===== src/rtl/bitbakery_pkg.sv =====
// Shared state encoding for the minigame sequencer.
package bitbakery_pkg;

  localparam int unsigned STATE_W = 3;

  typedef enum logic [STATE_W-1:0] {
    INICIAL    = 3'd0,
    PREPARACAO = 3'd1,
    EXECUCAO   = 3'd2,
    FIM        = 3'd3,
    INTERVALO  = 3'd4,
    START      = 3'd5,
    FIM_JOGO   = 3'd6
  } seq_state_e;

endpackage


===== src/rtl/seq_timer.sv =====
// Cycle counter: done_o asserts on the limit_i-th consecutive enabled cycle.
module seq_timer #(
  parameter int unsigned W = 8
) (
  input  logic         clk_i,
  input  logic         rst_i,
  input  logic         clear_i,
  input  logic         enable_i,
  input  logic [W-1:0] limit_i,
  output logic         done_o
);
  logic [W-1:0] cnt_q, cnt_d;

  always_comb begin
    cnt_d = cnt_q;
    if (clear_i) begin
      cnt_d = '0;
    end else if (enable_i) begin
      cnt_d = cnt_q + W'(1);
    end
  end

  always_ff @(posedge clk_i) begin
    if (rst_i) cnt_q <= '0;
    else       cnt_q <= cnt_d;
  end

  assign done_o = enable_i && !clear_i && (cnt_q == limit_i - W'(1));
endmodule


===== src/rtl/minigame_sequencer.sv =====
// Minigame sequencer: single game or tournament, with saturating score total.
// Optional EXECUCAO watchdog enabled by defining SEQ_TIMEOUT_EN.
module minigame_sequencer
  import bitbakery_pkg::*;
#(
  parameter int unsigned N_GAMES         = 4,
  parameter int unsigned SEL_W           = 2,
  parameter int unsigned SCORE_W         = 3,
  parameter int unsigned TOTAL_W         = 8,
  parameter int unsigned INTERVAL_CYCLES = 2000,
  parameter int unsigned TIMEOUT_CYCLES  = 60000
) (
  input  logic                       clock,
  input  logic                       reset,
  input  logic                       iniciar,
  input  logic                       dificuldade,
  input  logic                       modo_torneio,
  input  logic [SEL_W-1:0]           minigame_sel,
  input  logic [N_GAMES-1:0]         game_pronto,
  input  logic [N_GAMES*SCORE_W-1:0] game_pontuacao,
  output logic [N_GAMES-1:0]         game_jogar,
  output logic [SEL_W-1:0]           game_ativo,
  output logic                       dificuldade_out,
  output logic [2:0]                 estado,
  output logic [TOTAL_W-1:0]         pontuacao_total,
  output logic                       pontuacao_valida,
  output logic                       timeout
);
  localparam int unsigned IV_W = $clog2(INTERVAL_CYCLES + 1);

  seq_state_e         state_q, state_d;
  logic [SEL_W-1:0]   ativo_q, ativo_d;
  logic               dif_q, dif_d;
  logic               torneio_q, torneio_d;
  logic [TOTAL_W-1:0] total_q, total_d;

  logic               prep_go, pronto_act, next_game, iv_done, wd_done;
  logic               iv_clear, iv_en;
  logic [SCORE_W-1:0] score_act;
  logic [TOTAL_W:0]   sum_w;

  assign prep_go    = modo_torneio || (32'(minigame_sel) < N_GAMES);
  assign pronto_act = game_pronto[ativo_q];
  assign next_game  = torneio_q && (32'(ativo_q) < N_GAMES - 1);
  assign score_act  = game_pontuacao[ativo_q*SCORE_W +: SCORE_W];
  assign sum_w      = {1'b0, total_q} + (TOTAL_W+1)'(score_act);

  assign iv_en    = (state_q == INTERVALO);
  assign iv_clear = !iv_en;

  seq_timer #(.W(IV_W)) u_interval (
    .clk_i    (clock),
    .rst_i    (reset),
    .clear_i  (iv_clear),
    .enable_i (iv_en),
    .limit_i  (IV_W'(INTERVAL_CYCLES)),
    .done_o   (iv_done)
  );

`ifdef SEQ_TIMEOUT_EN
  localparam int unsigned WD_W = $clog2(TIMEOUT_CYCLES + 1);
  logic wd_en, wd_clear, timeout_q;

  assign wd_en    = (state_q == EXECUCAO);
  assign wd_clear = !wd_en;

  seq_timer #(.W(WD_W)) u_watchdog (
    .clk_i    (clock),
    .rst_i    (reset),
    .clear_i  (wd_clear),
    .enable_i (wd_en),
    .limit_i  (WD_W'(TIMEOUT_CYCLES)),
    .done_o   (wd_done)
  );

  // A done flag arriving on the expiry cycle takes priority over the timeout.
  always_ff @(posedge clock) begin
    if (reset)                                    timeout_q <= 1'b0;
    else if (state_q == PREPARACAO && prep_go)    timeout_q <= 1'b0;
    else if (wd_en && !pronto_act && wd_done)     timeout_q <= 1'b1;
  end
  assign timeout = timeout_q;
`else
  assign wd_done = 1'b0;
  assign timeout = 1'b0;
`endif

  always_ff @(posedge clock) begin
    if (reset) state_q <= INICIAL;
    else       state_q <= state_d;
  end

  always_comb begin
    state_d = state_q;
    case (state_q)
      INICIAL:    if (iniciar) state_d = PREPARACAO;
      PREPARACAO: if (prep_go) state_d = INTERVALO;
      INTERVALO:  if (iv_done) state_d = START;
      START:      state_d = EXECUCAO;
      EXECUCAO:   if (pronto_act || wd_done) state_d = FIM_JOGO;
      FIM_JOGO:   state_d = next_game ? INTERVALO : FIM;
      FIM:        if (iniciar) state_d = PREPARACAO;
      default:    state_d = INICIAL;
    endcase
  end

  always_comb begin
    game_jogar       = '0;
    pontuacao_valida = 1'b0;
    case (state_q)
      START:   game_jogar = N_GAMES'(1) << ativo_q;
      FIM:     pontuacao_valida = 1'b1;
      default: ;
    endcase
  end

  always_comb begin
    ativo_d   = ativo_q;
    dif_d     = dif_q;
    torneio_d = torneio_q;
    total_d   = total_q;
    case (state_q)
      PREPARACAO: begin
        dif_d   = dificuldade;
        ativo_d = modo_torneio ? '0 : minigame_sel;
        if (prep_go) begin
          total_d   = '0;
          torneio_d = modo_torneio;
        end
      end
      EXECUCAO: if (pronto_act) total_d = sum_w[TOTAL_W] ? '1 : sum_w[TOTAL_W-1:0];
      FIM_JOGO: if (next_game) ativo_d = ativo_q + SEL_W'(1);
      default: ;
    endcase
  end

  always_ff @(posedge clock) begin
    if (reset) begin
      ativo_q   <= '0;
      dif_q     <= 1'b0;
      torneio_q <= 1'b0;
      total_q   <= '0;
    end else begin
      ativo_q   <= ativo_d;
      dif_q     <= dif_d;
      torneio_q <= torneio_d;
      total_q   <= total_d;
    end
  end

  assign game_ativo      = ativo_q;
  assign dificuldade_out = dif_q;
  assign estado          = state_q;
  assign pontuacao_total = total_q;
endmodule

===== config.mk =====
export PLATFORM = sky130hd
export DESIGN_NAME = minigame_sequencer
export DESIGN_NICKNAME = d
export VERILOG_FILES = /design/src/rtl/bitbakery_pkg.sv /design/src/rtl/seq_timer.sv /design/src/rtl/minigame_sequencer.sv
export SDC_FILE = /design/constraint.sdc
export NUM_CORES = 1
export LEC_CHECK = 0
export CELL_PAD_IN_SITES_DETAIL_PLACEMENT = 1
export CELL_PAD_IN_SITES_GLOBAL_PLACEMENT = 1
export CORE_MARGIN = 2
export CORE_UTILIZATION = 42
export CTS_CLUSTER_SIZE = 20
export DETAILED_ROUTE_END_ITERATION = 12
export DONT_BUFFER_PORTS = 1
export PLACE_DENSITY_LB_ADDON = 0.1
export SYNTH_ARGS = -nofsm -noshare
export SYNTH_HDL_FRONTEND = slang
export SYNTH_HIERARCHICAL = 1
export SYNTH_SLANG_ARGS = --single-unit

===== constraint.sdc =====
create_clock -name clock -period 2.2 [get_ports clock]
set_input_delay 0.44 -clock clock [delete_from_list [all_inputs] [get_ports clock]]
set_output_delay 0.44 -clock clock [all_outputs]
set_load 0.005 [all_outputs]

# == Word level (Yosys, flattened, before mapping) ==
# Cells that the tools add are included.
# word_totals
memories,0
mem_bits_rw,0
latchBits,0
inputBits,23
word_cells,51
output_inout_bits,20
rom_bits,0
regBits,26
# classes
n_mux,15
addsub,3
n_shift,2
n_reduce_logical,10
n_bitwise,1
magnitude_cmp,2
eq_ne,11
mul,1
div,0
# ops
operator,n
3-bit case mux with 6 select lines,1
8-bit 2-to-1 mux,2
8-bit case mux with 2 select lines,1
3-bit 2-to-1 mux,4
12-bit by 5-bit variable part select with 3-bit output,1
"11-bit by 1-bit adder with 11-bit output, second input constant",1
"11-bit equality test, second input constant",1
8-bit by 3-bit adder with 9-bit output,1
"3-bit equality test, second input constant",3
"3-bit by 2-bit equality test with 1-bit output, second input constant",2
"2-bit != test, second input constant",3
"2-bit by 2-bit multiplier with 4-bit output, second input constant",1
2-bit 2-to-1 mux,2
4-bit 2-to-1 mux,1
2-bit case mux with 2 select lines,1
2-bit AND reduction,2
2-bit nonzero test,2
2-bit OR reduction,2
"1-bit by 2-bit << shifter with 4-bit output, first input constant",1
"3-bit by 1-bit equality test with 1-bit output, second input constant",1
3-bit logical NOT,1
"2-bit by 3-bit < comparator with 1-bit output, second input constant",1
3-bit AND reduction,1
"2-bit by 1-bit adder with 2-bit output, second input constant",1
other kinds (6),8

# == Longest topological paths before layout ==
# logic_depth
ltp_word,6
ltp_mapped,11
mapped_depth_nobuf,11

# == By module ==
# Netlist, hierarchy kept.
# modules_own_cells
module,seq_area_each_um2,instances,area_each_um2,cells_per_inst
minigame_sequencer,300.3,1,1091.0,124
seq_timer,220.2,1,803.3,102

# == Worst setup path before layout ==
# OpenSTA, ideal clock, no wires.
# synth_path
kind,register -> register
from,register ativo_q[0] (netlist: game_ativo[0])
to,register total_q[4] (netlist: pontuacao_total[4])
arrival_time_ps,2281
setup_ps,132
required_time_ps,2068
stages_incl_launch_ff,10
slack_ps,-213
n_path_buf,1
cell_sequence,dfxtp_1 > buf_6 > mux4_1 > ha_1 > fa_1 > a21oi_1 > nand2b_1 > nor2_1 > o21ai_0 > a21oi_1
# synth_via
elab_chain_len,6
# synth_rtl
element,line_no,rtl
from (decl),minigame_sequencer.sv:32,"logic [SEL_W-1:0] ativo_q, ativo_d;"
from (signal assigned),minigame_sequencer.sv:144,ativo_q <= ativo_d;
2-bit by 2-bit multiplier with 4-bit output,minigame_sequencer.sv:45,assign score_act = game_pontuacao[ativo_q*SCORE_W +: SCORE_W];
12-bit by 5-bit variable part select with 3-bit output,minigame_sequencer.sv:45,
8-bit by 3-bit adder with 9-bit output,minigame_sequencer.sv:46,"assign sum_w = {1'b0, total_q} + (TOTAL_W+1)'(score_act);"
8-bit 2-to-1 mux (2 in series),minigame_sequencer.sv:131,EXECUCAO: if (pronto_act) total_d = sum_w[TOTAL_W] ? '1 : sum_w[TOTAL_W-1:0];
8-bit case mux with 2 select lines,minigame_sequencer.sv:122,case (state_q)
to (signal assigned),minigame_sequencer.sv:147,total_q <= total_d;
to (decl),minigame_sequencer.sv:35,"logic [TOTAL_W-1:0] total_q, total_d;"
# Several ways; a longest one is shown, not always the timed one. The select of a mux whose other input is x is not followed.
# A chain may end at the register's enable or synchronous reset.

# == Final worst setup path ==
# layout_path
from,register ativo_q[0] (netlist: game_ativo[0])
to,register total_q[5] (netlist: pontuacao_total[5])
# The elaborated chain is that of the path after synthesis.

==> summary by stage <==
Global route
The number of antenna violations at the first check in global routing is 0. The combined global-route utilization of all metal layers is 0.182. The first global-routing pass estimated roughly 7600 um of wire. Entering global routing, the biggest net connects 17 pins. The total global routing overflow is 0. The via count of the first global-routing pass was 1721.

Pwr
IR analysis of the VDD net gives a maximum drop of 0.000329 V. The internal cell power is roughly 0.72 mW. Of the total power, the share spent switching nets is 0.273. The switching component of the power is ~0.27 mW.

The sequential power share is 0.490. The total chip power is 0.992 mW. Of the total power, combinational logic draws 0.186. The power share of the clock group is 0.324.

The analysis attributes to cell leakage a power of 0.912 nW. The power density over cell area is around 430 mW/mm2.

Clock tree
The root buffer cell chosen for the clock tree is sky130_fd_sc_hd__clkbuf_8. The clock-pin slew reported for the worst setup and hold paths after clock tree synthesis is approximately 0.10 ns. The TritonCTS clock tree is built. The count of hold buffers inserted by post-cts repair is 0. The number of buffers created by CTS is 3. The maximum buffer depth of the clock tree is 2.

The latest clock arrival within the worst-skew pair is 0.28 ns. CTS built an H-tree with a depth of 1. For this design, the sink count on the clock tree is 26.

Drt
Summing over every cut layer, the via total after detailed routing is 1724. The length of the first detailed-routing pass in iterations is 4. In the routed layout, each cell is associated on average with a via count of 5.22. The total routed wirelength is 4340 um. After detailed routing, the number of remaining DRC violations is 0. The per-cell routed wire length is about 13 um. Once detail routing completed, the nets flagged for antenna violations numbered 0.

The first routing iteration left 41 violations.

Logic synthesis
After synthesis, the most frequently instantiated cells are 26 x sky130_fd_sc_hd__dfxtp_1, 23 x sky130_fd_sc_hd__nor2_1, 22 x sky130_fd_sc_hd__a21oi_1, 15 x sky130_fd_sc_hd__nand2_1, 11 x sky130_fd_sc_hd__nor3_1. The count of flip-flops with a built-in enable after synthesis is 0. Of all cell types, the one taking the most synthesized area is sky130_fd_sc_hd__dfxtp_1. The synthesized instance count is roughly 230. The mapped netlist covers between 0.0015 and 0.002 mm2. In the post-synthesis netlist, the cell with the most instances is sky130_fd_sc_hd__dfxtp_1. The share of async-settable or async-resettable flops after synthesis is 0. The most used flip-flop cell after synthesis is sky130_fd_sc_hd__dfxtp_1. During synthesis, Yosys emitted a total of 6 warnings. After synthesis the netlist holds a flip-flop and latch count of 26. For this run, the register share of the synthesized area comes to 0.275. A synthesized cell averages between 8 and 9 um2. Counting distinct cell types in the post-synthesis netlist gives 58. In the post-synthesis netlist, the biggest area contributors are sky130_fd_sc_hd__dfxtp_1 27%, sky130_fd_sc_hd__ha_1 5.9%, sky130_fd_sc_hd__a21oi_1 5.8%, sky130_fd_sc_hd__xor2_1 4.6%, sky130_fd_sc_hd__nor2_1 4.6%. The area fraction of the dominant cell type after synthesis is 0.275.

Hold path
In this run the worst hold path is classified as in2reg. Counting instances, the worst hold path has a depth of 1. The worst hold endpoint is game_ativo[0]. The startpoint of the lowest-slack hold path is reset.

Critical path
The launching element type of the critical path is a register. The number of cells on the worst reg-to-reg path is 8. Traced cell by cell, the critical path runs through mux4_2, ha_4, fa_2, a21oi_4, buf_6, nor2_2, o31ai_1, a21oi_1. Along the worst path, the maximum fanout reaches 4. The largest individual stage delay along the critical path comes from the cell sky130_fd_sc_hd__mux4_2. The worst register-to-register path ends at pontuacao_total[5]. The critical path class is reg2reg. For the worst setup path, the data required time is 2.36 ns.

The startpoint of the lowest-slack register-to-register path is game_ativo[0]. Data arrives at the worst endpoint at 2.38 ns. The kind of end point of the critical path is a register. In this design, the stage delay of the slowest critical-path cell is 0.53 ns.

The worst register-to-register path has a setup slack of -0.01 ns.

Floorplanning
The die outline area is 0.00506 mm2. After floorplanning, the core was divided into 24 placement rows. In this run the horizontal extent of the chip is 71.2 um. The initial core utilization is 0.435. In this run the standard cell core region covers 0.00435 mm2.

From bottom edge to top edge, the die measures 71.2 um. In this run the count of I/O pins placed on the die edge is 43.

Timing
The final worst-path setup slack is -0.0132 ns. The achievable clock frequency is ~450 MHz. The number of pins exceeding their max-slew limit in the final report is 0. Setup repair after global routing could not meet its margin everywhere. The routed design could run at a clock period as short as 2.21 ns. The final worst-path cycle share is 1.01.

The setup skew after layout is 0.00829 ns. The number of hold-slack violations in the final timing report is 0. Setup violations remaining at the end of the flow were counted as 1.

Placed design
Summed over all nets, the half-perimeter wirelength after detailed placement is between 3000 and 4000 um. Buffers placed on the I/O ports in this run total 0. The global placement routability congestion is between 0.8 and 0.9.

Outcome
The run finished, with violations left. The final reports fail on setup timing.

Cells and area
The final core utilization is 0.530. The area used by multi-input combinational logic is about 0.0015 mm2. The number of diodes is 0. Compared with the post-synthesis result, the final layout area differs by 21.7%. In the final layout, the share of cells above drive strength 1 is 0.162. Counting the fill cells in the layout gives 554.

The area of all sequential standard cells is 524 um2. At the end of the flow, the number of nets in the layout was 312.

Flow run
The number of violations of the max-capacitance limit is 0.
==> metal layers <==
layer  track usage  vias up  wire, um  share of wire
met5             0        -         0              0
met4        0.0608        0        77          0.018
met3        0.0271        7       199          0.046
met2         0.317       35      2100           0.48
met1         0.228      812      1970           0.45
li1              -      870         -              -
==> worst max path at each step <==
stage	end	cells after the start	from	slack (ns)
5_1_grt	pontuacao_total[5]	8	game_ativo[0]	-0.08
4_1_cts	pontuacao_total[5]	8	game_ativo[0]	-0.01
3_3_place_gp	pontuacao_total[3]	6	game_pontuacao[5]	-0.08
3_5_place_dp	pontuacao_total[3]	6	game_pontuacao[5]	-0.1
2_1_floorplan	pontuacao_total[4]	9	game_ativo[0]	-0.03
6_report	pontuacao_total[5]	8	game_ativo[0]	-0.01
==> critical path, delay by kind of cell (launching register included) <==
kind | cells | cell delay (ns)
flip-flops | 1 | 0.39
AND/OR/NAND/NOR | 1 | 0.03
buffers and inverters | 1 | 0.13
AO/OA/AOI/OAI | 3 | 0.47
multiplexers | 1 | 0.53
adder cells (fa/ha/maj) | 2 | 0.55
==> registers in the layout, summed over array words and instances (netlist names) <==
signal,cells
torneio_q,1
game_ativo,2
u_interval/cnt_q,11
dificuldade_out,1
pontuacao_total,8
estado,3
==> placed cells by master, fill, tap and decap left out, types with 4 or more instances in the layout <==
cell type	Yosys	layout
sky130_fd_sc_hd__a21oi_1	22	20
sky130_fd_sc_hd__and2_1	4	4
sky130_fd_sc_hd__and3_1	5	5
sky130_fd_sc_hd__buf_4	1	13
sky130_fd_sc_hd__clkbuf_8	1	4
sky130_fd_sc_hd__conb_1	2	44
sky130_fd_sc_hd__dfxtp_1	26	25
sky130_fd_sc_hd__ha_1	9	7
sky130_fd_sc_hd__inv_1	9	9
sky130_fd_sc_hd__mux2i_1	4	4
sky130_fd_sc_hd__nand2_1	15	15
sky130_fd_sc_hd__nand4_1	6	6
sky130_fd_sc_hd__nor2_1	23	22
sky130_fd_sc_hd__nor3_1	11	10
sky130_fd_sc_hd__o21ai_0	6	5
sky130_fd_sc_hd__or3_1	7	6
sky130_fd_sc_hd__xnor2_1	8	8
sky130_fd_sc_hd__xor2_1	10	10
==> final cells by class <==
cell class | instances | share of cell area
Multi-Input combinational cell | 224 | 0.657
Sequential cell | 26 | 0.227
Timing Repair Buffer | 14 | 0.0472
Tap cell | 52 | 0.0282
Clock buffer | 4 | 0.0239
Inverter | 10 | 0.0163
==> stage by stage <==
stage / cells / hold slack [ns] / area (um2) / TNS [ns] / setup slack [ns]
after detailed placement: 324 / 0.454 / 2170 / -0.412 / -0.0968
final: 330 / 0.207 / 2310 / -0.0132 / -0.0132
after floorplan: 268 / 0.437 / 2070 / -0.0252 / -0.0252
after CTS: 328 / 0.201 / 2260 / -0.0148 / -0.0148
after global routing: 330 / 0.198 / 2310 / -0.247 / -0.0799
after global placement: 324 / 0.450 / 2170 / -0.267 / -0.0783
==> power by group through the flow <==
stage	Clock (mW)	Combinational, mW	Sequential, mW
2_1_floorplan	0	0.130	0.503
3_3_place_gp	0	0.167	0.498
3_5_place_dp	0	0.171	0.498
4_1_cts	0.333	0.176	0.487
5_1_grt	0.348	0.209	0.488
6_report	0.321	0.184	0.487
==> timing repair <==
action,4_1_cts,5_1_grt
buffers inserted,0,2
gates resized for setup,6,8
setup endpoints to repair,7,9
pin swaps,1,3
==> cell families after synthesis <==
kind of cell,after synthesis,synth area share
compound gates,47,0.155
mux,9,0.0806
buf+inv,18,0.0482
fa+ha+maj,10,0.0700
simple gates,96,0.285
flops,26,0.275
xor+xnor,18,0.0832
other cells,2,0.00396
No activity file was read; power rests on OpenSTA's default activity.
